===== src/rtl/vend_pkg.sv =====
// Shared types and defaults for the vending transaction controller.
// States, fault codes and default widths used by the top and stock bank.
package vend_pkg;

  localparam int NUM_ITEMS_D  = 5;
  localparam int MONEY_W_D    = 12;
  localparam int PRICE_W_D    = 8;
  localparam int STOCK_W_D    = 3;
  localparam int INIT_STOCK_D = 4;
  localparam int TIMEOUT_D    = 50_000_000;

  localparam int MONEY_MAX = 4095;

  typedef enum logic [2:0] {
    S_IDLE,
    S_CREDIT,
    S_CHECK,
    S_DISPENSE,
    S_CHANGE
  } state_t;

  typedef logic [1:0] fault_t;

  localparam fault_t NO_FAULT     = 2'd0;
  localparam fault_t NO_SEL       = 2'd1;
  localparam fault_t INSUFFICIENT = 2'd2;
  localparam fault_t OUT_OF_STOCK = 2'd3;

endpackage


===== src/rtl/vend_transaction_controller_stock_bank.sv =====
// Per-item stock counters: one-hot decrement, global restock,
// an availability read for the live selection and an empty read for checks.
module stock_bank
  import vend_pkg::*;
#(
  parameter int NUM_ITEMS  = NUM_ITEMS_D,
  parameter int STOCK_W    = STOCK_W_D,
  parameter int INIT_STOCK = INIT_STOCK_D
) (
  input  logic                 clock,
  input  logic                 reset,
  input  logic                 restock,
  input  logic                 dec,
  input  logic [NUM_ITEMS-1:0] dec_sel,
  input  logic [NUM_ITEMS-1:0] rd_sel,
  output logic                 rd_avail,
  input  logic [NUM_ITEMS-1:0] chk_sel,
  output logic                 chk_zero
);

  logic [STOCK_W-1:0] cnt [NUM_ITEMS];

  always_ff @(posedge clock or negedge reset) begin
    if (!reset) begin
      for (int i = 0; i < NUM_ITEMS; i++)
        cnt[i] <= STOCK_W'(INIT_STOCK);
    end else if (restock) begin
      for (int i = 0; i < NUM_ITEMS; i++)
        cnt[i] <= STOCK_W'(INIT_STOCK);
    end else if (dec) begin
      // empty counters hold at zero
      for (int i = 0; i < NUM_ITEMS; i++)
        if (dec_sel[i] && cnt[i] != '0)
          cnt[i] <= cnt[i] - 1'b1;
    end
  end

  always_comb begin
    rd_avail = 1'b0;
    for (int i = 0; i < NUM_ITEMS; i++)
      if (rd_sel[i] && cnt[i] != '0)
        rd_avail = 1'b1;
    if (!$onehot(rd_sel))
      rd_avail = 1'b0;
  end

  always_comb begin
    chk_zero = 1'b1;
    for (int i = 0; i < NUM_ITEMS; i++)
      if (chk_sel[i])
        chk_zero = (cnt[i] == '0);
    if (!$onehot(chk_sel))
      chk_zero = 1'b1;
  end

endmodule


===== src/rtl/vend_transaction_controller.sv =====
// One vending purchase: credit, select, check, dispense, change.
// Define VEND_AUDIT_EN to add sales_count / revenue audit counters.
module vend_transaction_controller
  import vend_pkg::*;
#(
  parameter int NUM_ITEMS      = NUM_ITEMS_D,
  parameter int MONEY_W        = MONEY_W_D,
  parameter int PRICE_W        = PRICE_W_D,
  parameter int STOCK_W        = STOCK_W_D,
  parameter int INIT_STOCK     = INIT_STOCK_D,
  parameter int TIMEOUT_CYCLES = TIMEOUT_D
) (
  input  logic                         clock,
  input  logic                         reset,
  input  logic                         coin_valid,
  input  logic [7:0]                   coin_value,
  input  logic [NUM_ITEMS-1:0]         select,
  input  logic [NUM_ITEMS*PRICE_W-1:0] price_table,
  input  logic                         buy,
  input  logic                         cancel,
  input  logic                         restock,
  input  logic                         dispense_ack,
  output logic                         dispense_valid,
  output logic [NUM_ITEMS-1:0]         dispense_item,
  output logic [MONEY_W-1:0]           moneyIn,
  output logic [PRICE_W-1:0]           price,
  output logic                         stock,
  output logic                         buy_o,
  output logic [MONEY_W-1:0]           change,
  output logic                         change_valid,
  output logic [1:0]                   fault,
`ifdef VEND_AUDIT_EN
  output logic [15:0]                  sales_count,
  output logic [23:0]                  revenue,
`endif
  output logic                         busy
);

  localparam int TW = $clog2(TIMEOUT_CYCLES + 1);
  localparam int CW = MONEY_W + 1;

  state_t               state;
  logic [NUM_ITEMS-1:0] sel_q;
  logic [PRICE_W-1:0]   price_q;
  logic [PRICE_W-1:0]   sel_price;
  logic [TW-1:0]        tmo;
  logic [CW-1:0]        coin_sum;
  logic                 coin_ovf;
  logic                 tmo_hit;
  logic                 sel_ok;
  logic                 chk_zero;
  logic                 short_money;
  logic                 dec;
  logic                 restock_en;

  always_comb begin
    sel_price = '0;
    for (int i = 0; i < NUM_ITEMS; i++)
      if (select[i])
        sel_price = price_table[i*PRICE_W +: PRICE_W];
    if (!$onehot(select))
      sel_price = '0;
  end

  assign price       = sel_price;
  assign coin_sum    = {1'b0, moneyIn} + CW'(coin_value);
  assign coin_ovf    = coin_sum > CW'(MONEY_MAX);
  assign tmo_hit     = tmo == TW'(TIMEOUT_CYCLES - 1);
  assign sel_ok      = $onehot(sel_q);
  assign short_money = moneyIn < MONEY_W'(price_q);
  assign dec         = (state == S_CHECK) && sel_ok
                       && !chk_zero && !short_money;
  assign restock_en  = restock
                       && (state == S_IDLE || state == S_CREDIT);
  assign busy        = (state == S_CHECK) || (state == S_DISPENSE)
                       || (state == S_CHANGE);

  stock_bank #(
    .NUM_ITEMS  (NUM_ITEMS),
    .STOCK_W    (STOCK_W),
    .INIT_STOCK (INIT_STOCK)
  ) u_stock (
    .clock    (clock),
    .reset    (reset),
    .restock  (restock_en),
    .dec      (dec),
    .dec_sel  (sel_q),
    .rd_sel   (select),
    .rd_avail (stock),
    .chk_sel  (sel_q),
    .chk_zero (chk_zero)
  );

  always_ff @(posedge clock or negedge reset) begin
    if (!reset) begin
      state          <= S_IDLE;
      moneyIn        <= '0;
      change         <= '0;
      change_valid   <= 1'b0;
      dispense_valid <= 1'b0;
      dispense_item  <= '0;
      buy_o          <= 1'b0;
      fault          <= NO_FAULT;
      sel_q          <= '0;
      price_q        <= '0;
      tmo            <= '0;
    end else begin
      buy_o        <= 1'b0;
      change_valid <= 1'b0;
      unique case (state)
        S_IDLE: begin
          if (buy) begin
            buy_o <= 1'b1;
            fault <= NO_SEL;
          end else if (coin_valid) begin
            moneyIn <= MONEY_W'(coin_value);
            tmo     <= '0;
            state   <= S_CREDIT;
          end
        end
        S_CREDIT: begin
          if (cancel || tmo_hit) begin
            change       <= moneyIn;
            change_valid <= 1'b1;
            state        <= S_CHANGE;
          end else if (buy) begin
            sel_q   <= select;
            price_q <= sel_price;
            buy_o   <= 1'b1;
            tmo     <= '0;
            state   <= S_CHECK;
          end else if (coin_valid) begin
            // an overflowing coin is dropped, credit unchanged
            if (!coin_ovf)
              moneyIn <= coin_sum[MONEY_W-1:0];
            tmo <= '0;
          end else begin
            tmo <= tmo + 1'b1;
          end
        end
        S_CHECK: begin
          tmo <= '0;
          if (!sel_ok) begin
            fault <= NO_SEL;
            state <= S_CREDIT;
          end else if (chk_zero) begin
            fault <= OUT_OF_STOCK;
            state <= S_CREDIT;
          end else if (short_money) begin
            fault <= INSUFFICIENT;
            state <= S_CREDIT;
          end else begin
            fault          <= NO_FAULT;
            dispense_valid <= 1'b1;
            dispense_item  <= sel_q;
            state          <= S_DISPENSE;
          end
        end
        S_DISPENSE: begin
          if (dispense_ack) begin
            dispense_valid <= 1'b0;
            dispense_item  <= '0;
            change         <= moneyIn - MONEY_W'(price_q);
            change_valid   <= 1'b1;
            moneyIn        <= '0;
            state          <= S_CHANGE;
          end
        end
        S_CHANGE: begin
          moneyIn <= '0;
          state   <= S_IDLE;
        end
        default: state <= S_IDLE;
      endcase
    end
  end

`ifdef VEND_AUDIT_EN
  logic [24:0] rev_sum;

  assign rev_sum = {1'b0, revenue} + 25'(price_q);

  always_ff @(posedge clock or negedge reset) begin
    if (!reset) begin
      sales_count <= '0;
      revenue     <= '0;
    end else if (state == S_DISPENSE && dispense_ack) begin
      if (!(&sales_count))
        sales_count <= sales_count + 1'b1;
      revenue <= rev_sum[24] ? '1 : rev_sum[23:0];
    end
  end
`endif

endmodule


===== config.mk =====
export PLATFORM = sky130hd
export DESIGN_NAME = vend_transaction_controller
export DESIGN_NICKNAME = d
export VERILOG_FILES = /design/src/rtl/vend_pkg.sv /design/src/rtl/vend_transaction_controller_stock_bank.sv /design/src/rtl/vend_transaction_controller.sv
export SDC_FILE = /design/constraint.sdc
export NUM_CORES = 1
export LEC_CHECK = 0
export ABC_AREA = 1
export CORE_MARGIN = 5
export CORE_UTILIZATION = 35
export DETAILED_ROUTE_END_ITERATION = 10
export GPL_TIMING_DRIVEN = 0
export REMOVE_ABC_BUFFERS = 1
export SLEW_MARGIN = 20
export SYNTH_ARGS = -nofsm -noshare
export SYNTH_HDL_FRONTEND = slang
export SYNTH_SLANG_ARGS = --single-unit

===== constraint.sdc =====
create_clock -name clock -period 2.38 [get_ports clock]
set_input_delay 0.238 -clock clock [delete_from_list [all_inputs] [get_ports clock]]
set_output_delay 0.238 -clock clock [all_outputs]
set_load 0.05 [all_outputs]

==> results.py, run 1 <==
metrics = {
    "setup_path": {
        "end_kind": "primary output",
        "cp_max_fo": 4,
        "rrSetupSlack_ns": -0.07,
        "rr_worst_depth": 11,
        "cp.arrival_ns": 2.22,
        "reg2reg_to": "u_stock.cnt[4]$_DFFE_PN0P_",
        "worstSetupStartpointType": "input port",
        "rr_startpoint": "sel_q[3]$_DFFE_PN0P_",
        "worstPathRequired_ns": 2.14,
        "critPathKind": "input port to primary output",
    },
    "timing": {
        "tightestPinTransition_ns": 1.07,
        "fin_crit_sh": 1.03,
        "max_slew_margin": 0.285,
        "rsz0062_at_grt": "yes",
        "post-route-min-period_ns": 2.46,
        "finalHoldViolCount": 0,
        "fin_skew_ns": 0.00902,
        "slew_viol_final": 0,
        "max_freq_ghz": 0.406,
        "setup_ws_ns": -0.0812,
        "setup_viol": 10,
        "whs_ns": 0.209,
    },
    "job": {
        "drv_cap": 0,
    },
    "global_routing": {
        "grt_overflow": 0,
        "grt_start_max_net_pins": 77,
        "grtUsageMet2": 0.285,
        "grt_busiest_layer": "met2",
        "grt_pass1_vias": 6470,
        "grt_pass1_wl_mm": 32.2,
        "grtUsageMet3": 0.0354,
        "grtUsageMet1": 0.240,
        "globalRouteTotalUtil": 0.178,
        "antenna_found_initial": 0,
    },
    "final_layout": {
        "final_util": 0.468,
        "area_growth_pct": 32.9,
        "fillers": 1924,
        "drive_gt1_frac": 0.176,
        "layout.nets": 1232,
        "fin_area_um2": 9060,
        "diodes": 0,
        "regArea_um2": 2290,
        "multiInputGateArea_um2": 4190,
    },
    "pwr": {
        "irDropWorstVdd_mv": 0.477,
        "power_mw": 9.82,
        "leakagePower_nw": 4.23,
        "power.density_nw_per_um2": 1080,
    },
    "clock_tree": {
        "cts_sinks": 91,
        "cts-root-buf": "clkbuf_16",
        "cts_buffer_depth": 2,
        "path_clk_slew_ns": 0.07,
        "h-tree-depth": 3,
        "numCtsBuffers": 9,
        "cts_tree": "done",
        "insertion_delay_ns": 0.36,
    },
    "hold_path": {
        "hp-start": "select[0]",
        "hp-class": "input port to flip-flop",
        "holdPathEnd": "sel_q[0]$_DFFE_PN0P_",
        "min_path_cells": 3,
    },
    "placement": {
        "dp_slack_ns": -2.03,
        "dp_hpwl_mm": 14.2,
        "post_dp_cell_area_um2": 8000,
        "gp_congestion": 0.891,
        "io_buffer_count": 103,
    },
    "outcome": {
        "violations": "setup timing",
        "status": "finished, violations left",
    },
    "floorplan": {
        "start_util": 0.352,
        "fp.dieW_um": 150,
        "rows": 51,
        "ioPinCount": 104,
        "die_area_um2": 22400,
        "core-area_um2": 19300,
        "die_height_um": 150,
    },
    "routing": {
        "drtIter0Drc": 481,
        "via_per_inst": 4.83,
        "vias": 6787,
        "routedWlPerCell_um": 14.2,
        "ant_nets": 0,
        "wl_mm": 20.0,
        "drc": 0,
        "first_pass_iters": 6,
    },
    "logic_synthesis": {
        "yosys.cell_types.count": 48,
        "synthTopCellsByArea": "dfrtp_1 (32%), nand2_1 (18%), nand3_1 (6.9%), inv_1 (6.8%), ha_1 (5.7%)",
        "synth_edf_count": 0,
        "synth_warnings": 0,
        "syn-cell-area_um2": 6810,
        "syn_area_per_cell_um2": 6.77,
        "synth-async-reset-ratio": 1.00,
        "syn_inst": 1006,
        "synth.top_cell.area_share": 0.316,
        "yosysTopAreaCell": "dfrtp_1",
        "synth_seq_cells": 91,
        "synth_seq_area_share": 0.335,
        "ys.flop_type": "dfrtp_1",
    },
}
==> what timing repair did <==
item	4_1_cts	5_1_grt
gates resized for setup	151	45
setup endpoints to repair	98	74
setup buffers	30	12
hold endpoints to repair	15	0
pin swaps	13	26
hold buffers	1	0
gates cloned	2	3
==> worst max-delay path, stage by stage <==
cell	delay, ns
buf_12	0.10
ha_4	0.25
inv_2	0.03
fa_2	0.35
fa_1	0.51
nand2_2	0.10
nor2_4	0.18
o21ai_2	0.08
a21oi_2	0.18
buf_6	0.19
==> synth_stat cells, types with 5 or more instances <==
master    instances
clkbuf_1         15
or2_2            17
nand2_2          19
nor2_1           72
o21ai_2           5
inv_2             6
nor3_1           20
dfrtp_1          86
nand3_1          94
o21ai_1          21
inv_1           124
fa_1              6
ha_1             31
dfstp_2           5
nand4_1          20
nand3b_1          5
o21ai_0          45
nand2_1         322
a21oi_1          33
buf_2             5
==> power by group <==
part	total (mW)	switching, mW	internal [mW]
sequential	2.34	0.371	1.97
clock	1.45	0.691	0.760
combinational	6.03	3.92	2.11
total	9.82	4.99	4.84
==> registers in the layout, indices dropped and copies added (netlist names), 2 cells and up <==
signal         flops
tmo               26
state              3
dispense_item      5
price_q            8
fault              2
change            12
u_stock.cnt       15
moneyIn           12
sel_q              5
==> worst max path at each step <==
stage                                       to            startpoint  slack (ns)  cells past startpoint
floorplan               price_q[6]$_DFFE_PN0P_             select[0]       -0.60                      9
global placement       moneyIn[10]$_DFFE_PN0P_                 reset       -2.56                      1
detailed placement                    price[6]             select[3]       -2.03                     10
CTS                                   price[5]             select[2]       -0.12                     11
global route        u_stock.cnt[4]$_DFFE_PN0P_  sel_q[3]$_DFFE_PN0P_       -0.16                     11
finish                                price[6]             select[2]       -0.08                     10
==> cells in the final DEF (no fill, tap or decap), drive strengths merged, types with 3 or more instances in the layout <==
cell	count
ha	31
clkinvlp	5
clkdlybuf4s50	86
o211ai	3
nand2	342
clkbuf	10
o21ai	71
o22ai	3
buf	56
nor3	22
nand3b	5
inv	133
xor2	4
nor2	77
xnor2	4
nand4	21
a21oi	33
fa	6
nand3	98
a21o	4
dfstp	5
or2	18
dfrtp	86
o21bai	3
==> layer usage <==
metal  wire length, µm  part of all wire  vias up
li1                  -                 -     3494
met1              9220              0.46     3079
met2              9030              0.45      187
met3              1330             0.067       27
met4               410             0.021        0
met5                 0                 0        -
==> stage by stage <==
step	TNS [ns]	std cells
floorplan	-4.13	974
global placement	-294.72	1342
detailed placement	-70.10	1343
CTS	-0.471	1391
global route	-1.84	1405
finish	-0.457	1405
==> layout make-up <==
type / instances / area share
timing repair inverter: 2 / 0.00111
inverter: 130 / 0.0553
timing repair buffer: 145 / 0.159
sequential: 91 / 0.253
tap: 265 / 0.0366
multi-input combinational: 756 / 0.462
clock inverter: 6 / 0.00594
clock buffer: 10 / 0.0264
==> cell families after synthesis <==
group	Yosys count	share of synthesized area
muxes	1	0.00147
and+or+nand+nor	582	0.374
adders and majority gates	37	0.0746
AOI/OAI and AO/OA	125	0.103
DFF	91	0.335
buffers and inverters	162	0.101
xor gates and xnor gates	8	0.0103
Note: power is estimated with default switching activity, not from simulation.
==> run 2, diff against run 1 <==
Settings changed: PLACE_DENSITY set to 0.57, TNS_END_PERCENT set to 30.
==> run 2 against run 1 <==
Clock-buffer cell count is 1 lower. Non-clock buffer count is 15 lower. Sequential cell count stayed put. Setup slack better by 0.0042 ns. Critical path depth stayed put. The run still ends with setup timing left. Final area is 2.5% lower. Global-route usage hardly changed. Sequential share of layout area is 0.65 points higher. Wire length is 1.9% lower. Largest power group unchanged. Clock skew is 0.0016 ns lower. Via count is 1.6% lower.
==> results.py, run 2 (synthesis results as in run 1) <==
metrics = {
    "outcome": {
        "status": "finished, violations left",
        "violations": "setup timing",
    },
    "floorplan": {
        "start_util": 0.352,
        "fp.dieW_um": 150,
        "rows": 51,
        "core-area_um2": 19300,
        "die_height_um": 150,
        "die_area_um2": 22400,
        "ioPinCount": 104,
    },
    "final_layout": {
        "top_register": "tmo",
        "final_util": 0.457,
        "largest_registers": "tmo: 26 flops, u_stock.cnt: 15 flops",
        "largest_reg_flops": 26,
        "area_growth_pct": 29.6,
        "diodes": 0,
        "final_cell_mix": "nand2_1 (314), inv_1 (112), nand3_1 (86), clkdlybuf4s50_1 (86), dfrtp_1 (79)",
        "fin_area_um2": 8830,
        "final_common_cell": "nand2_1",
        "layout.nets": 1215,
        "drive_gt1_frac": 0.151,
    },
    "job": {
        "drv_cap": 0,
    },
    "timing": {
        "max_freq_ghz": 0.407,
        "max_slew_margin": 0.239,
        "setup_viol": 18,
        "fin_crit_sh": 1.03,
        "setup_ws_ns": -0.0771,
        "tns_ns": -0.418,
        "finalHoldViolCount": 0,
        "post-route-min-period_ns": 2.46,
        "tightestPinTransition_ns": 1.14,
        "fin_skew_ns": 0.00743,
        "slew_viol_final": 0,
        "rsz0062_at_grt": "yes",
    },
    "global_routing": {
        "antenna_found_initial": 0,
        "grt_pass1_wl_mm": 32.4,
        "grt_overflow": 0,
        "grt_start_max_net_pins": 77,
        "grt_pass1_vias": 6389,
        "globalRouteTotalUtil": 0.178,
    },
    "setup_path": {
        "cp.arrival_ns": 2.22,
        "cp_max_fo": 5,
        "critPathKind": "input port to primary output",
        "worstPathRequired_ns": 2.14,
        "end_kind": "primary output",
        "worstSetupStartpointType": "input port",
    },
    "clock_tree": {
        "numCtsBuffers": 9,
        "cts_sinks": 91,
        "cts_tree": "done",
        "cts_buffer_depth": 2,
        "cts-root-buf": "clkbuf_16",
        "h-tree-depth": 3,
        "insertion_delay_ns": 0.35,
        "path_clk_slew_ns": 0.07,
    },
    "routing": {
        "drc": 0,
        "drtIter0Drc": 502,
        "via_per_inst": 4.81,
        "wl_mm": 19.6,
        "ant_nets": 0,
        "first_pass_iters": 5,
        "routedWlPerCell_um": 14.1,
        "vias": 6679,
    },
    "pwr": {
        "power.density_nw_per_um2": 1080,
        "irDropWorstVdd_mv": 0.623,
        "leakagePower_nw": 4.14,
        "power_mw": 9.50,
    },
    "placement": {
        "post_dp_cell_area_um2": 8000,
        "gp_congestion": 0.854,
        "dp_hpwl_mm": 14.3,
        "io_buffer_count": 103,
    },
    "hold_path": {
        "hp-class": "input port to flip-flop",
    },
}
## run 2: worst paths after layout
kind / from / to / slack, ns / cells past startpoint
worst max-delay path: select[3] / price[6] / -0.08 / 10
worst min-delay path: select[0] / sel_q[0]$_DFFE_PN0P_ / 0.21 / 3
worst max register to register: sel_q[0]$_DFFE_PN0P_ / u_stock.cnt[12]$_DFFE_PN0P_ / -0.03 / 11
worst min register to register: u_stock.cnt[3]$_DFFE_PN0P_ / u_stock.cnt[3]$_DFFE_PN0P_ / 0.47 / 2
max in group asynchronous: reset / u_stock.cnt[11]$_DFFE_PN1P_ / 1.45 / 3
min in group asynchronous: reset / tmo[17]$_DFFE_PN0P_ / 0.28 / 2
## run 2: final cells by class
class	count	area (µm²)
Clock buffer	9	225
Clock inverter	7	63.8
Fill cell	1978	10500
Inverter	130	503
Multi-Input combinational cell	754	4070
Sequential cell	91	2290
Tap cell	265	332
Timing Repair Buffer	130	1340
Timing Repair inverter	2	10.0
## run 2: critical path, stage by stage
cell,delay (ns)
buf_12,0.10
ha_4,0.25
inv_2,0.03
fa_2,0.35
fa_1,0.50
nand2_2,0.09
nor2_4,0.22
o21ai_2,0.09
a21oi_2,0.15
buf_6,0.18
## run 2: per-stage QoR
stage / setup slack [ns] / hold WS [ns] / cells
2_1_floorplan: -0.598 / -0.0576 / 974
5_1_grt: -0.275 / 0.248 / 1388
4_1_cts: -0.111 / 0.208 / 1380
6_report: -0.0771 / 0.214 / 1388
3_5_place_dp: -2.02 / 0.0874 / 1343
3_3_place_gp: -2.52 / 0.458 / 1342
## run 2: where the power goes
part           leakage [nW]  internal [mW]  switching, mW
clock network         0.137          0.735          0.698
logic                  2.81           1.96           3.76
registers              1.19           1.97          0.381
## run 2: per-layer routing
metal,track usage,up-vias,share of wire
met5,0,-,0
met4,0.0394,0,0.0097
met3,0.0421,13,0.056
met2,0.280,152,0.44
met1,0.252,3054,0.49
li1,-,3460,-
## run 2: what timing repair did
| item | CTS | global route |
|---|---|---|
| hold buffers | 1 | 0 |
| setup endpoints to repair | 98 | 85 |
| cloned | 2 | 1 |
| buffers inserted | 18 | 7 |
| gates resized for setup | 153 | 27 |
| pin swaps | 11 | 16 |
| endpoints found under the hold margin | 15 | 0 |
